==> src/rtl/pf_ddr4_dqs_dly_trainer.sv <==
// Read-DQS delay-line trainer: sweeps the IOD RX delay tap by tap, finds the passing eye window, then centres the delay.
// Optional DQS_TRAIN_MIN_WINDOW_EN rejects passing windows narrower than MIN_WINDOW taps.
module pf_ddr4_dqs_dly_trainer #(
  parameter int MAX_TAPS      = 128,
  parameter int TAP_W         = 7,
  parameter int SETTLE_CYCLES = 8,
  parameter int SAMPLE_CYCLES = 16,
  parameter int MIN_WINDOW    = 8
) (
  input  logic             FAB_CLK,
  input  logic             ARST,
  input  logic             START,
  input  logic             EYE_MONITOR_EARLY,
  input  logic             EYE_MONITOR_LATE,
  input  logic             DELAY_LINE_OUT_OF_RANGE,
  output logic             DELAY_LINE_LOAD,
  output logic             DELAY_LINE_MOVE,
  output logic             DELAY_LINE_DIRECTION,
  output logic             EYE_MONITOR_CLEAR_FLAGS,
  output logic             BUSY,
  output logic             DONE,
  output logic             ERROR,
  output logic [TAP_W-1:0] TAP,
  output logic [TAP_W-1:0] WIN_START,
  output logic [TAP_W-1:0] WIN_END
);

  typedef enum logic [3:0] {
    ST_IDLE, ST_LOAD, ST_SETTLE, ST_CLEAR, ST_SAMPLE,
    ST_EVAL, ST_STEP, ST_CENTER, ST_DONE, ST_FAIL
  } state_t;

  localparam int CNT_MAX = (SETTLE_CYCLES > SAMPLE_CYCLES) ? SETTLE_CYCLES : SAMPLE_CYCLES;
  localparam int CNT_W   = $clog2(CNT_MAX + 1);
  localparam logic [CNT_W-1:0] SETTLE_LAST = CNT_W'(SETTLE_CYCLES - 1);
  localparam logic [CNT_W-1:0] SAMPLE_LAST = CNT_W'(SAMPLE_CYCLES - 1);
  localparam logic [TAP_W-1:0] LAST_TAP    = TAP_W'(MAX_TAPS - 1);

`ifdef DQS_TRAIN_MIN_WINDOW_EN
  localparam int MIN_W_INT = MIN_WINDOW;
`else
  // A minimum width of one tap accepts every window.
  localparam int MIN_W_INT = 1 + 0 * MIN_WINDOW;
`endif
  localparam logic [TAP_W:0] MIN_W = (TAP_W + 1)'(MIN_W_INT);

  state_t           state;
  logic             found;
  logic             bad;
  logic             center_wait;
  logic [CNT_W-1:0] cnt;
  logic [TAP_W:0]   win_sum;
  logic [TAP_W:0]   close_width;
  logic [TAP_W:0]   open_width;
  logic [TAP_W-1:0] open_start;
  logic [TAP_W-1:0] target;
  logic             oor_hit;

  // Open window at the last tap may have been found in this very EVAL cycle.
  always_comb begin
    win_sum     = {1'b0, WIN_START} + {1'b0, WIN_END};
    target      = TAP_W'(win_sum >> 1);
    close_width = {1'b0, TAP} - {1'b0, WIN_START};
    open_start  = found ? WIN_START : TAP;
    open_width  = {1'b0, LAST_TAP} - {1'b0, open_start} + (TAP_W + 1)'(1);
    oor_hit     = DELAY_LINE_OUT_OF_RANGE &&
                  (state inside {ST_CLEAR, ST_SAMPLE, ST_EVAL, ST_STEP, ST_CENTER});
  end

  always_ff @(posedge FAB_CLK or posedge ARST) begin
    if (ARST) begin
      state                   <= ST_IDLE;
      found                   <= 1'b0;
      bad                     <= 1'b0;
      center_wait             <= 1'b0;
      cnt                     <= '0;
      DELAY_LINE_LOAD         <= 1'b0;
      DELAY_LINE_MOVE         <= 1'b0;
      DELAY_LINE_DIRECTION    <= 1'b0;
      EYE_MONITOR_CLEAR_FLAGS <= 1'b0;
      BUSY                    <= 1'b0;
      DONE                    <= 1'b0;
      ERROR                   <= 1'b0;
      TAP                     <= '0;
      WIN_START               <= '0;
      WIN_END                 <= '0;
    end else begin
      DELAY_LINE_LOAD         <= 1'b0;
      DELAY_LINE_MOVE         <= 1'b0;
      EYE_MONITOR_CLEAR_FLAGS <= 1'b0;
      if (oor_hit) begin
        state <= ST_FAIL;
        BUSY  <= 1'b0;
        ERROR <= 1'b1;
      end else begin
        case (state)
          ST_IDLE, ST_DONE, ST_FAIL: begin
            if (START) begin
              state           <= ST_LOAD;
              DELAY_LINE_LOAD <= 1'b1;
              BUSY            <= 1'b1;
              DONE            <= 1'b0;
              ERROR           <= 1'b0;
              WIN_START       <= '0;
              WIN_END         <= '0;
              TAP             <= '0;
              found           <= 1'b0;
            end
          end
          ST_LOAD: begin
            state <= ST_SETTLE;
            cnt   <= '0;
          end
          ST_SETTLE: begin
            if (cnt == SETTLE_LAST) begin
              state                   <= ST_CLEAR;
              EYE_MONITOR_CLEAR_FLAGS <= 1'b1;
              bad                     <= 1'b0;
            end else begin
              cnt <= cnt + 1'b1;
            end
          end
          ST_CLEAR: begin
            state <= ST_SAMPLE;
            cnt   <= '0;
          end
          ST_SAMPLE: begin
            bad <= bad | EYE_MONITOR_EARLY | EYE_MONITOR_LATE;
            if (cnt == SAMPLE_LAST) state <= ST_EVAL;
            else cnt <= cnt + 1'b1;
          end
          ST_EVAL: begin
            if (!found && !bad) begin
              WIN_START <= TAP;
              found     <= 1'b1;
            end
            if (found && bad) begin
              WIN_END <= TAP - 1'b1;
              if (close_width < MIN_W) begin
                found <= 1'b0;
                if (TAP == LAST_TAP) begin
                  state <= ST_FAIL;
                  BUSY  <= 1'b0;
                  ERROR <= 1'b1;
                end else begin
                  state                <= ST_STEP;
                  DELAY_LINE_MOVE      <= 1'b1;
                  DELAY_LINE_DIRECTION <= 1'b1;
                  TAP                  <= TAP + 1'b1;
                end
              end else begin
                state       <= ST_CENTER;
                center_wait <= 1'b0;
              end
            end else if (TAP == LAST_TAP) begin
              if ((found || !bad) && open_width >= MIN_W) begin
                WIN_END     <= TAP;
                state       <= ST_CENTER;
                center_wait <= 1'b0;
              end else begin
                state <= ST_FAIL;
                BUSY  <= 1'b0;
                ERROR <= 1'b1;
              end
            end else begin
              state                <= ST_STEP;
              DELAY_LINE_MOVE      <= 1'b1;
              DELAY_LINE_DIRECTION <= 1'b1;
              TAP                  <= TAP + 1'b1;
            end
          end
          ST_STEP: begin
            state <= ST_SETTLE;
            cnt   <= '0;
          end
          // Each decrement is a MOVE pulse followed by one idle cycle.
          ST_CENTER: begin
            if (center_wait) begin
              center_wait <= 1'b0;
            end else if (TAP == target) begin
              state <= ST_DONE;
              BUSY  <= 1'b0;
              DONE  <= 1'b1;
            end else begin
              DELAY_LINE_MOVE      <= 1'b1;
              DELAY_LINE_DIRECTION <= 1'b0;
              TAP                  <= TAP - 1'b1;
              center_wait          <= 1'b1;
            end
          end
          default: state <= ST_IDLE;
        endcase
      end
    end
  end

endmodule

==> config.mk <==
export PLATFORM = sky130hd
export DESIGN_NAME = pf_ddr4_dqs_dly_trainer
export DESIGN_NICKNAME = d
export VERILOG_FILES = /design/src/rtl/pf_ddr4_dqs_dly_trainer.sv
export SDC_FILE = /design/constraint.sdc
export NUM_CORES = 1
export LEC_CHECK = 0
export BUFFER_PORTS_ARGS = -buffer_cell sky130_fd_sc_hd__buf_4
export CAP_MARGIN = 20
export CORE_AREA = 4 4 98 100
export CTS_BUF_LIST = sky130_fd_sc_hd__clkbuf_16
export DETAILED_ROUTE_END_ITERATION = 8
export DIE_AREA = 0 0 102 104
export RECOVER_POWER = 25
export SLEW_MARGIN = 40
export SYNTH_ARGS = -nofsm -noshare
export SYNTH_HDL_FRONTEND = slang
export SYNTH_SLANG_ARGS = --single-unit
==> constraint.sdc <==
create_clock -name FAB_CLK -period 3.6 [get_ports FAB_CLK]
set_input_delay 0.72 -clock FAB_CLK [delete_from_list [all_inputs] [get_ports FAB_CLK]]
set_output_delay 0.72 -clock FAB_CLK [all_outputs]
set_load 0.05 [all_outputs]
==> run metrics <==
critical path class reg2reg; maximum number of pins on one net before global-route repair 26; most frequent cell after synthesis dfrtp_1; number of top-level pins 34; Post-Synthesis Net Count 367; Post-Route WL ~8000 microns; number of slew-limit violations in the final report 0; clock group share of total power 0.164; final cycle utilization of the critical path 0.902; count of fill cells added during filler insertion about 900; effective utilization at floorplan 0.348; Synth Register Bits 40; most used standard cells in the synthesized netlist dfrtp_1, nand2_1, inv_1, nor2_1, a21oi_1; DP Worst Slack approximately 0.36 ns; clock tree from TritonCTS yes; setup_tns 0 ns; NetSw between 1.5 and 2 mW; post-synth top area cell dfrtp_1; initial antenna violation count 0; synth top area cells dfrtp_1, ha_1, nand2_1; Post-Route Skew approximately 0.0074 ns; Fmax between 300 and 400 MHz; number of synthesis warnings 0; gr usage total 0.161; Post-DP Area ~3400 sq um; cell-internal power about 1.6 mW; launching element type of the critical path flop; core area 8680 sq um; die span in x 102 microns; met3 track demand over resource 0.0275; Worst Setup End Kind flop; ratio of cells with drive above 1 in the final layout 0.184; P_leak about 1.6 nW; total of hold buffers inserted after clock tree synthesis 0; clock latency at the later pin of the worst-skew pair around 0.29 ns; part of the power in registers 0.233; die extent in y around 100 microns; crit path max fanout 8; Initial DRT Pass Iterations 4; Slew headroom 0.0758; CTS resizes 0; detailed-route vias per instance ~5.5; areal power density over the cells ~880 nW/um^2; number of clock sinks 40; met2 track demand over resource in global routing 0.254; total setup violations reported at the end of the flow 0; count of cell types in the netlist 65; critical path required time about 3.8 ns; VDD IR max roughly 0.5 mV; Min Clock Period, post-route approximately 3.2 ns; logic gate share of total power 0.603; met1 Use GR 0.213; Worst Tran Pin Value about 1.4 ns; setup repair after global routing missed its margin no; clock transition at the register clock pins on the worst setup and hold paths after CTS 0.06 ns; die outline area about 11000 sq um; Post-Synthesis Cells ~340; number of synthesized flops with an enable pin 0; number of nets at the end of the flow between 300 and 400; final estimated routing congestion in global placement about 0.9; Layout area overhead 16.9%; Clk Tree Root Cell clkbuf_16; number of port buffers 33; remaining routing DRC violations 0; core utilization of the finished layout 0.407; H-tree levels 2; number of setup buffers added after CTS 0; part of the Yosys area used for sequential elements 0.332; row cnt 34; overall via count from detail_route about 2600; highest-utilization routing layer at the global route stage met2; total standard cell area after synthesis about 3000 sq um; switching portion of total power 0.501; Cells after DPL between 400 and 500; residual antenna-violating net count after detailed routing 0; vias in the first global route around 2700; Arrival @ worst endpoint approximately 3.5 ns; global-route wire length before repair ~14000 microns; Synth Flop Type dfrtp_1; final antenna diode count 0; post-route setup slack around 0.35 ns; hold crit path type in2async; Yosys top cell area share 0.332; synthesized area per cell between 8 and 9 sq um; buffers from clock root to sink, at most 2; HPWL after detailed placement 6130 microns; Non-Filler Instances 482; total chip power 3.12 mW; Num CTS Buffers 5; max-cap viol count 0; Final Cell Area about 3500 sq um; number of design-rule violations left by the first detailed-router iteration roughly 240; number of hold-slack violations in the final timing report 0; Post-synth ARST share 1.00; hold slack final 0.423 ns; drt wl/cell 17.0 microns; status complete, no violations; total congestion overflow after global routing 0
-- critical path, stage by stage (launching register included) --
cell and delay, ns:
dfrtp_1 0.45, inv_1 0.22, ha_1 0.19, inv_1 0.05, fa_1 0.40, xnor2_1 0.18
o21a_1 0.14, o2111ai_1 0.16, nor3_4 0.41, a21boi_2 0.17, or4_4 0.57, o31ai_2 0.23
-- state kept, by name (all words and copies together), names as in the netlist --
register	count
cnt	5
found	1
DONE	1
DELAY_LINE_DIRECTION	1
state	4
bad	1
WIN_START	7
BUSY	1
TAP	7
DELAY_LINE_LOAD	1
WIN_END	7
DELAY_LINE_MOVE	1
ERROR	1
EYE_MONITOR_CLEAR_FLAGS	1
center_wait	1
-- power by group through the flow --
| stage | logic [mW] | registers [mW] | clock network (mW) |
|---|---|---|---|
| floorplan | 1.27 | 0.862 | 0 |
| global placement | 1.86 | 0.727 | 0 |
| detailed placement | 1.87 | 0.732 | 0 |
| CTS | 1.88 | 0.726 | 0.522 |
| global route | 2.04 | 0.752 | 0.541 |
| finish | 1.88 | 0.726 | 0.511 |
-- cell usage in the layout (no fill, tap or decap), types with 4 or more instances in the layout --
cell and count:
a21o_1 4, a21oi_1 19, a31oi_1 6, and2_1 7, and3_1 5, buf_4 42, clkbuf_16 5, dfrtp_1 40
ha_1 17, inv_1 22, mux2_2 4, mux2i_1 6, nand2_1 36, nand2b_1 4, nand3_1 7, nor2_1 22
nor3_1 9, o21ai_0 18, o31ai_1 13, xnor2_1 11, xor2_1 9
-- metal layers --
metal	up-vias	share of wire
li1	1298	-
met1	1252	0.45
met2	80	0.48
met3	18	0.049
met4	0	0.028
met5	-	0
-- final timing paths --
path,cells after the start,startpoint,end,slack [ns]
worst max-delay path,11,TAP[0],TAP[2],0.35
worst min-delay path,2,ARST,cnt[4],0.42
worst max register to register,11,TAP[0],TAP[2],0.35
worst min register to register,2,DONE,DONE,0.50
max in group asynchronous,3,ARST,center_wait,1.55
min in group FAB_CLK,2,DONE,DONE,0.50
-- logic make-up (layout without fill, tap and decap cells) --
| group | Yosys count | in the layout | synth area share |
|---|---|---|---|
| and+or+nand+nor | 113 | 113 | 0.200 |
| AOI/OAI and AO/OA | 96 | 96 | 0.224 |
| buffers and inverters | 44 | 76 | 0.0680 |
| DFF | 40 | 40 | 0.332 |
| xor gates and xnor gates | 20 | 20 | 0.0580 |
| adders and majority gates | 19 | 19 | 0.0837 |
| muxes | 10 | 10 | 0.0348 |
-- cell type report --
| class | count | area [sq um] | area share |
|---|---|---|---|
| multi-input cells | 258 | 1810 | 0.514 |
| flip-flops and latches | 40 | 1000 | 0.284 |
| repair buffers | 44 | 327 | 0.0925 |
| well taps | 108 | 135 | 0.0383 |
| clock buffers | 5 | 125 | 0.0354 |
| inverters | 24 | 90.1 | 0.0255 |
| clock inverters | 3 | 38.8 | 0.0110 |
No activity file was read; power rests on OpenSTA's default activity.
